==> src/rtl/fp_pkg.sv <==
// Shared single-precision float types and constants for the sequential FP units.
// Used by fp_mul_seq, fp_unpack and any sibling divider.
package fp_pkg;

    typedef enum logic [2:0] {
        ST_IDLE,
        ST_LOAD,
        ST_MUL,
        ST_NORM,
        ST_PACK
    } state_e;

    localparam int          FP_BIAS = 127;
    localparam logic [31:0] FP_QNAN = 32'h7FC0_0000;
    localparam logic [31:0] FP_INF  = 32'h7F80_0000;

    typedef struct packed {
        logic        sign;
        logic [7:0]  exp;
        logic [23:0] man;
        logic        is_zero;
        logic        is_inf;
        logic        is_nan;
    } fp_unpacked_t;

endpackage

==> src/rtl/fp_unpack.sv <==
// Combinational IEEE-754 single unpack: field split, hidden-bit insertion and
// classification. Denormals are reported as zero (flush-to-zero).
module fp_unpack
    import fp_pkg::*;
(
    input  logic [31:0] f_i,
    output logic        sign_o,
    output logic [7:0]  exp_o,
    output logic [23:0] man_o,
    output logic        is_zero_o,
    output logic        is_inf_o,
    output logic        is_nan_o
);

    logic exp_all_ones;
    logic frac_nonzero;

    assign exp_all_ones = (f_i[30:23] == 8'hFF);
    assign frac_nonzero = (f_i[22:0] != 23'd0);

    assign sign_o    = f_i[31];
    assign exp_o     = f_i[30:23];
    assign man_o     = {1'b1, f_i[22:0]};
    assign is_zero_o = (f_i[30:23] == 8'h00);
    assign is_inf_o  = exp_all_ones && !frac_nonzero;
    assign is_nan_o  = exp_all_ones && frac_nonzero;

endmodule

==> src/rtl/fp_mul_seq.sv <==
// Sequential single-precision multiplier: 24-cycle shift-add, fixed 27-cycle
// start-to-done latency. Define FP_MUL_RNE_EN for round-to-nearest-even, else truncate.
module fp_mul_seq
    import fp_pkg::*;
#(
    parameter int LAT = 27
) (
    input  logic        clk,
    input  logic        rst,
    input  logic        start,
    input  logic [31:0] ia,
    input  logic [31:0] ib,
    output logic [31:0] out,
    output logic        busy,
    output logic        done
);

    localparam int              MUL_CYCLES = LAT - 3;
    localparam logic [4:0]      MUL_LAST   = 5'(MUL_CYCLES - 1);
    localparam logic signed [9:0] BIAS_S   = 10'(FP_BIAS);

    state_e              state_q, state_d;
    logic [31:0]         a_q, b_q;
    logic                sign_q;
    logic signed [9:0]   exp_q;
    logic [23:0]         ma_q, mb_q;
    logic [47:0]         prod_q;
    logic [4:0]          cnt_q;
    logic                nan_q, inf_q, zero_q;
    logic [31:0]         out_q, out_d;
    logic                done_q;

    fp_unpacked_t        ua, ub;

    fp_unpack u_unpack_a (
        .f_i       (a_q),
        .sign_o    (ua.sign),
        .exp_o     (ua.exp),
        .man_o     (ua.man),
        .is_zero_o (ua.is_zero),
        .is_inf_o  (ua.is_inf),
        .is_nan_o  (ua.is_nan)
    );

    fp_unpack u_unpack_b (
        .f_i       (b_q),
        .sign_o    (ub.sign),
        .exp_o     (ub.exp),
        .man_o     (ub.man),
        .is_zero_o (ub.is_zero),
        .is_inf_o  (ub.is_inf),
        .is_nan_o  (ub.is_nan)
    );

    always_comb begin
        state_d = state_q;
        case (state_q)
            ST_IDLE: if (start) state_d = ST_LOAD;
            ST_LOAD: state_d = ST_MUL;
            ST_MUL:  if (cnt_q == MUL_LAST) state_d = ST_NORM;
            ST_NORM: state_d = ST_PACK;
            ST_PACK: state_d = ST_IDLE;
            default: state_d = ST_IDLE;
        endcase
    end

    always_ff @(posedge clk or posedge rst) begin
        if (rst) state_q <= ST_IDLE;
        else     state_q <= state_d;
    end

    // Pack: round, renormalise a mantissa carry-out, then saturate to Inf/zero.
    logic [23:0]       man_sel;
    logic              round_up;
    logic [24:0]       man_rnd;
    logic signed [9:0] exp_fin;
    logic [22:0]       frac_fin;

    always_comb begin
        man_sel  = prod_q[46:23];
`ifdef FP_MUL_RNE_EN
        round_up = prod_q[22] & (prod_q[21] | (|prod_q[20:0]) | man_sel[0]);
`else
        round_up = 1'b0;
`endif
        man_rnd  = {1'b0, man_sel} + {24'd0, round_up};
        exp_fin  = exp_q + $signed({9'd0, man_rnd[24]});
        frac_fin = man_rnd[24] ? man_rnd[23:1] : man_rnd[22:0];

        out_d = {sign_q, exp_fin[7:0], frac_fin};
        if (nan_q)                    out_d = FP_QNAN;
        else if (inf_q)               out_d = {sign_q, FP_INF[30:0]};
        else if (zero_q)              out_d = {sign_q, 31'd0};
        else if (exp_fin >= 10'sd255) out_d = {sign_q, FP_INF[30:0]};
        else if (exp_fin <= 10'sd0)   out_d = {sign_q, 31'd0};
    end

    always_ff @(posedge clk or posedge rst) begin
        if (rst) begin
            a_q    <= 32'd0;
            b_q    <= 32'd0;
            sign_q <= 1'b0;
            exp_q  <= 10'sd0;
            ma_q   <= 24'd0;
            mb_q   <= 24'd0;
            prod_q <= 48'd0;
            cnt_q  <= 5'd0;
            nan_q  <= 1'b0;
            inf_q  <= 1'b0;
            zero_q <= 1'b0;
            out_q  <= 32'd0;
            done_q <= 1'b0;
        end else begin
            done_q <= 1'b0;
            case (state_q)
                ST_IDLE: begin
                    if (start) begin
                        a_q <= ia;
                        b_q <= ib;
                    end
                end
                ST_LOAD: begin
                    sign_q <= ua.sign ^ ub.sign;
                    exp_q  <= $signed({2'b00, ua.exp}) + $signed({2'b00, ub.exp}) - BIAS_S;
                    ma_q   <= ua.man;
                    mb_q   <= ub.man;
                    prod_q <= 48'd0;
                    cnt_q  <= 5'd0;
                    // Inf*0 is invalid and shares the NaN result.
                    nan_q  <= ua.is_nan | ub.is_nan |
                              (ua.is_inf & ub.is_zero) | (ub.is_inf & ua.is_zero);
                    inf_q  <= ua.is_inf | ub.is_inf;
                    zero_q <= ua.is_zero | ub.is_zero;
                end
                ST_MUL: begin
                    if (mb_q[cnt_q])
                        prod_q <= prod_q + ({24'd0, ma_q} << cnt_q);
                    cnt_q <= (cnt_q == MUL_LAST) ? 5'd0 : cnt_q + 5'd1;
                end
                ST_NORM: begin
                    // Keep the shifted-out bit as sticky so rounding still sees it.
                    if (prod_q[47]) begin
                        prod_q <= {1'b0, prod_q[47:2], prod_q[1] | prod_q[0]};
                        exp_q  <= exp_q + 10'sd1;
                    end
                end
                ST_PACK: begin
                    out_q  <= out_d;
                    done_q <= 1'b1;
                end
                default: ;
            endcase
        end
    end

    assign out  = out_q;
    assign done = done_q;
    assign busy = (state_q != ST_IDLE);

endmodule

==> config.mk <==
export PLATFORM = sky130hd
export DESIGN_NAME = fp_mul_seq
export DESIGN_NICKNAME = d
export VERILOG_FILES = /design/src/rtl/fp_pkg.sv /design/src/rtl/fp_unpack.sv /design/src/rtl/fp_mul_seq.sv
export SDC_FILE = /design/constraint.sdc
export NUM_CORES = 1
export LEC_CHECK = 0
export ABC_AREA = 1
export CAP_MARGIN = 20
export CORE_MARGIN = 10
export CORE_UTILIZATION = 60
export CTS_BUF_LIST = sky130_fd_sc_hd__clkbuf_4 sky130_fd_sc_hd__clkbuf_8 sky130_fd_sc_hd__clkbuf_16
export DETAILED_ROUTE_END_ITERATION = 16
export GPL_TIMING_DRIVEN = 0
export PLACE_DENSITY_LB_ADDON = 0.08
export SYNTH_ARGS = -nofsm -noshare
export SYNTH_HDL_FRONTEND = slang
export SYNTH_SLANG_ARGS = --single-unit
==> constraint.sdc <==
create_clock -name clk -period 7.9 [get_ports clk]
set_input_delay 1.185 -clock clk [delete_from_list [all_inputs] [get_ports clk]]
set_output_delay 1.185 -clock clk [all_outputs]
set_load 0.02 [all_outputs]
==> flow_summary_export.csv <==
group,metric,value,unit
global_route,grt_max_degree,138,
floorplan,boundaryPins,101,
setup_path,crit_start,"cnt_q[1]",
global_route,grt_pass1_vias,15350,
cells_and_area,nNetsFinal,2603,
clocking,cts_buffer_depth,3,
outcome,outcome,"finished, final reports clean",
clocking,post_cts_resized,0,
timing,tightestPinTransition,0.899,ns
place,port_buffers,100,
timing,fin_worst_skew,0.0224,ns
cells_and_area,syn_to_final_growth,14.5,%
setup_path,start_kind,"register",
power_and_ir_drop,finalPower,0.00776,W
synth,synth_edf_count,0,
global_route,gr-usage-all-layers,0.311,
timing,min_period,4.36,ns
timing,grt_setup_unrepaired,"no",
routing,drt_iter0_drc,1647,
synth,syn-num-nets,2477,
routing,drc,0,
timing,finalCritPeriodShare,0.552,
synth,synth.most_common_cell,"nand2_1",
routing,maxUsedRoutingLayer,"met4",
power_and_ir_drop,p_leak,9.17,nW
floorplan,die_x,179,um
routing,wl_met2,24200,um
timing,hold_violations,0,
synth,yosysTopAreaCell,"dfrtp_1",
synth,synth_cell_types,42,
cells_and_area,fin_util,0.694,
setup_path,worstPathArrival,4.80,ns
clocking,holdBufCountCts,0,
routing,drt_pass1_iterations,6,
cells_and_area,fin_cells,2813,
clocking,cts_sinks,214,
synth,synthCells,2343,
timing,relSlewSlack,0.401,
synth,netlist_area,0.0152,mm^2
synth,yosys_register_bits,214,
clocking,clock_latency,0.53,ns
floorplan,core_area,0.0250,mm^2
clocking,cts_made_buffers,23,
clocking,cts-root-buf,"clkbuf_16",
place,gp_congestion,1.03,
routing,drt-met1-wl,19800,um
routing,avgRoutedWirePerCell,17.8,um
synth,synth_ff_type,"dfrtp_1",
cells_and_area,finalInstanceArea,0.0174,mm^2
power_and_ir_drop,peakVddDrop,0.310,mV
timing,fmax,229,MHz
synth,yosysSeqAreaShare,0.353,
setup_path,cp-end-kind,"register",
clocking,clkTransAtPathRegs,0.06,ns
floorplan,die_area,0.0320,mm^2
clocking,cts_tree,"yes",
cells_and_area,n_antenna_cell,0,
synth,yosys_warnings,0,
global_route,grt_pass1_wl,79400,um
global_route,antenna_found_initial,0,
worst_hold_path,hp-start,"out[20]",
floorplan,num_rows,58,
clocking,cts_setup_buffers,0,
synth,synth_common_cells,"784 x nand2_1, 350 x inv_1, 232 x nor2_1, 214 x dfrtp_1, 188 x o21ai_0",
routing,viasPerCell,5.64,
timing,slew_viol_final,0,
place,place_area,0.0166,mm^2
place,dp.cells,2774,
setup_path,rr_startpoint,"cnt_q[1]",
setup_path,crit_required,8.34,ns
routing,vias,15864,
setup_path,crit_fanout,10,
cells_and_area,drive_gt1_frac,0.0411,
timing,setup_viol,0,
synth,netlist.area_leader.share,0.353,
global_route,gr-total-overflow,0,
floorplan,die_h,179,um
synth,yosys-top-cells-area,"dfrtp_1 35%, nand2_1 19%, inv_1 8.7%",
run,drv_cap,0,
synth,ys_async_sr_fraction,1.00,
clocking,htreeDepth,1,
routing,drt_wl_total,50000,um
setup_path,worstSetupPathType,"register to register",
worst_hold_path,hold_path_class,"register to register",
synth,synth_area_per_cell,6.47,um^2
floorplan,start_util,0.606,
routing,postRouteAntennaNets,0,
routing,route.met3.wl,3830,um
timing,hold_slack,0.481,ns
place,hpwl,39900,um
power_and_ir_drop,power_density,447,mW/mm^2
-- state kept, by name, indices dropped and copies added, names as in the netlist, 3 cells and up --
name,flops
prod_q,48
a_q,32
b_q,32
out,32
ma_q,24
mb_q,23
exp_q,10
cnt_q,5
state_q,3
-- cell families (layout without fill, tap and decap cells) --
| group | Yosys count | in the layout | share of synthesized area |
|---|---|---|---|
| AOI/OAI and AO/OA | 367 | 367 | 0.129 |
| xor gates and xnor gates | 7 | 7 | 0.00404 |
| adders and majority gates | 67 | 67 | 0.0563 |
| buffers and inverters | 437 | 577 | 0.111 |
| DFF | 214 | 214 | 0.353 |
| muxes | 31 | 31 | 0.0221 |
| and+or+nand+nor | 1220 | 1220 | 0.325 |
-- where the power goes --
| part | leakage, nW | switching (W) | internal [W] | total [W] |
|---|---|---|---|---|
| sequential | 2.60 | 0.000334 | 0.00158 | 0.00192 |
| clock | 0.370 | 0.000457 | 0.000645 | 0.00110 |
| combinational | 6.20 | 0.00321 | 0.00153 | 0.00474 |
-- cell type report --
type                    instances  area (um^2)
plain buffers                  81          350
clock buffers                  30          653
clock inverters                 9          103
fillers                      2155         7660
inverters                     356         1340
multi-input cells            1692         8130
flip-flops and latches        214         5360
well taps                     330          413
repair buffers                101         1030
-- metal layers --
layer,up-vias,global-route usage
met2,671,0.539
met3,132,0.0470
met4,0,0.132
met1,7398,0.378
met5,-,0
li1,7663,-
-- worst max-delay path, stage by stage (launching register included) --
cell      delay, ns
dfrtp_1        0.40
inv_1          0.20
buf_2          0.27
clkbuf_1       0.39
a31oi_1        0.20
nand2_1        0.11
o21ai_0        0.13
o21ai_0        0.44
nor2_1         0.17
ha_1           0.39
nand2_1        0.10
nor2_1         0.26
nand2_1        0.13
inv_1          0.07
nand2_1        0.05
nand2_1        0.16
nand3_1        0.16
nand3_1        0.11
nand2_1        0.05
nor2_1         0.31
nor2_1         0.08
nor2_1         0.09
-- stage by stage --
step / setup slack (ns) / TNS, ns
after floorplan: 0.864 / 0
after global placement: -1.67 / -354.45
after detailed placement: 3.69 / 0
after CTS: 3.68 / 0
after global routing: 3.27 / 0
final: 3.54 / 0
-- cells in the final DEF, fill, tap and decap left out, types with 4 or more instances in the layout --
cell,n
nand2_1,784
inv_1,349
nor2_1,232
dfrtp_1,214
o21ai_0,188
nand3_1,120
a21oi_1,113
clkdlybuf4s50_1,100
ha_1,65
clkbuf_1,51
nand4_1,40
clkbuf_16,23
mux2_2,20
nor3_1,19
buf_2,16
o22ai_1,12
a21boi_1,12
a31oi_1,12
mux2i_1,11
o21ai_1,10
or2_2,9
buf_1,9
xnor2_1,7
nor4_1,6
inv_2,5
o21bai_1,5
o21a_1,4
a22oi_1,4
clkbuf_8,4
clkinv_2,4
-- worst paths after layout --
path	to	slack (ns)	cells past startpoint
worst max-delay path	prod_q[32]	3.54	21
worst min-delay path	out[20]	0.48	2
worst max register to register	prod_q[32]	3.54	21
max in group asynchronous	b_q[4]	5.69	3
min in group asynchronous	prod_q[1]	1.12	2
worst min register to register	out[20]	0.48	2
Note: power is estimated with default switching activity, not from simulation.
==> RTL change (config.mk and constraints unchanged) <==
Register the input `ib` before use. The logic sees it one clock later. The other inputs are not delayed to match.
--- a/src/rtl/fp_mul_seq.sv
+++ b/src/rtl/fp_mul_seq.sv
@@ -20,2 +20,8 @@
     localparam logic signed [9:0] BIAS_S   = 10'(FP_BIAS);
+
+    logic [31:0] ib_q;
+
+    always_ff @(posedge clk) begin
+        ib_q <= ib;
+    end
 
@@ -118,3 +124,3 @@
                         a_q <= ia;
-                        b_q <= ib;
+                        b_q <= ib_q;
                     end
Formal check against the unedited RTL: no difference found for any inputs over 10 cycles, from zero or initial values and one cycle with rst high; that may be too few to reach the edited logic, so the function may still have changed.
==> RTL change against the unedited design <==
- routed wire length up 15%
- worst setup slack worse by 94 ps
- final area up 5.5%
- first-iteration DRC count up 21%
- critical path type unchanged
- maximum frequency down 2.1%
- critical path depth up 3
- largest cell class unchanged
- count of clock-buffer cells in the layout up 4
- synthesized area up 5.4%
- clock power up 15%
- sequential cell count up 32
- worst hold slack worse by 5.5 ps
- total power up 4.1%
- combinational power down 0.8%
==> RTL change: results (changes against the unedited design) <==
DR WL met3: 4730 um (was 3830 um)
Met1 WL: 21500 um (was 19800 um)
GPL Wtd Cong: 1.01 (was 1.03)
Syn nets: 2528 (was 2477)
Clock power share: 0.157 (was 0.142)
Setup WS pre-CTS: 3670 ps (was 3690 ps)
Hold endpoint: b_q[8] (was out[20])
Status: finished clean (unchanged)
Post-synthesis adder-cell area fraction: 0.0534 (was 0.0563)
DP HPWL: 42900 um (was 39900 um)
Crit-path leading delay family: compound AO/OA/AOI/OAI gates (was simple AND/OR/NAND/NOR gates)
Nets: 2657 (was 2603)
Max Clk Rate: 0.225 GHz (was 0.229 GHz)
Worst path arrival time: 4930 ps (was 4800 ps)
Fill cells: 2024 (was 2155)
Warnings, synthesis: 0 (unchanged)
Synth Area in Compound Gates: 0.133 (was 0.129)
CTS resizes: 0 (unchanged)
Wire per inst: 20.0 um (was 17.8 um)
GR Util met3: 0.0504 (was 0.0470)
Total GRT Usage: 0.336 (was 0.311)
Sequential area share after synthesis: 0.375 (was 0.353)
Met2 usage: 0.584 (was 0.539)
Met1 Use GR: 0.393 (was 0.378)
Ratio of cells with drive above 1 in the final layout: 0.0492 (was 0.0411)
Met2 wire length: 27800 um (was 24200 um)
Static Leak: 9.61 nW (was 9.17 nW)
RR Startpoint: cnt_q[0] (was cnt_q[1])
Crit path capture: prod_q[35] (was prod_q[32])
Main area contributors after synthesis: dfrtp_1, nand2_1, inv_1, o21ai_0, nor2_1 (unchanged)
Clock latency at the later pin of the worst-skew pair: 560 ps (was 530 ps)
Mux cell area share after synthesis: 0.0197 (was 0.0221)
Post-synthesis async set-or-reset flop share: 0.870 (was 1.00)
FF-to-FF path depth: 24 (was 21)
Placed Area: 17400 um2 (was 16600 um2)
Highest cell delay on the worst timing path: 480 ps (was 440 ps)
Drt initial violations: 1999 (was 1647)
Vias in the first global route: 16.5k (was 15.4k)
Net Sw Frac: 0.514 (was 0.516)
First-pass GRT wire length: 89300 um (was 79400 um)
Crit path max-delay cell type: o21ai_0 (unchanged)
Cells after DPL: 2830 (was 2774)
Top cells by count, synth: nand2_1, inv_1, nor2_1 (unchanged)
Seq. pwr: 2.11 mW (was 1.92 mW)
FF-to-FF setup slack: 3450 ps (was 3540 ps)
Netlist cell types: 45 (was 42)
HP Start: ib_q[8] (was out[20])
Synth Instances: 2394 (was 2343)
Slew HR: 0.376 (was 0.401)
Largest net degree at the start of global routing: 125 (was 138)
CTS Buf Count: 26 (was 23)
Maximum vdd drop: 0.380 mV (was 0.310 mV)
Clock skew: 20.1 ps (was 22.4 ps)
Final wirelength: 57500 um (was 50000 um)
Number of vias per cell: 5.85 (was 5.64)
Post-synthesis xor/xnor area fraction: 0.00274 (was 0.00404)
Pre-antenna DRT Iters: 9 (was 6)
HP Class: reg -> reg (unchanged)
Worst-path clk slew: 70 ps
==> RTL change: changes by cell type after synthesis, moves of 6 or more <==
cell and change:
dfxtp_1 +32, a21oi_1 +18, nand2_1 -18, o21ai_1 +18
a21oi_2 +13, a21boi_1 -12, buf_6 +11, mux2_2 -8
buf_2 -7, mux2i_1 +7, inv_1 +6
==> RTL change: layout make-up <==
class,instances,area (um2),share of cell area
Multi-Input combinational cell,1703,8200,0.448
Sequential cell,246,6000,0.327
Inverter,365,1380,0.0753
Timing Repair Buffer,101,1030,0.0561
Clock buffer,34,753,0.0411
Buffer,80,420,0.0229
Tap cell,335,419,0.0229
Clock inverter,14,120,0.00656
Antenna cell,1,2.50,0.000137
==> RTL change: per-stage QoR <==
stage	util	hold slack (ps)	total power, mW
floorplan	-	440	5.10
global placement	0.666	444	6.31
detailed placement	0.668	453	6.52
CTS	0.701	473	7.90
global route	0.701	476	8.56
finish	0.701	475	8.07
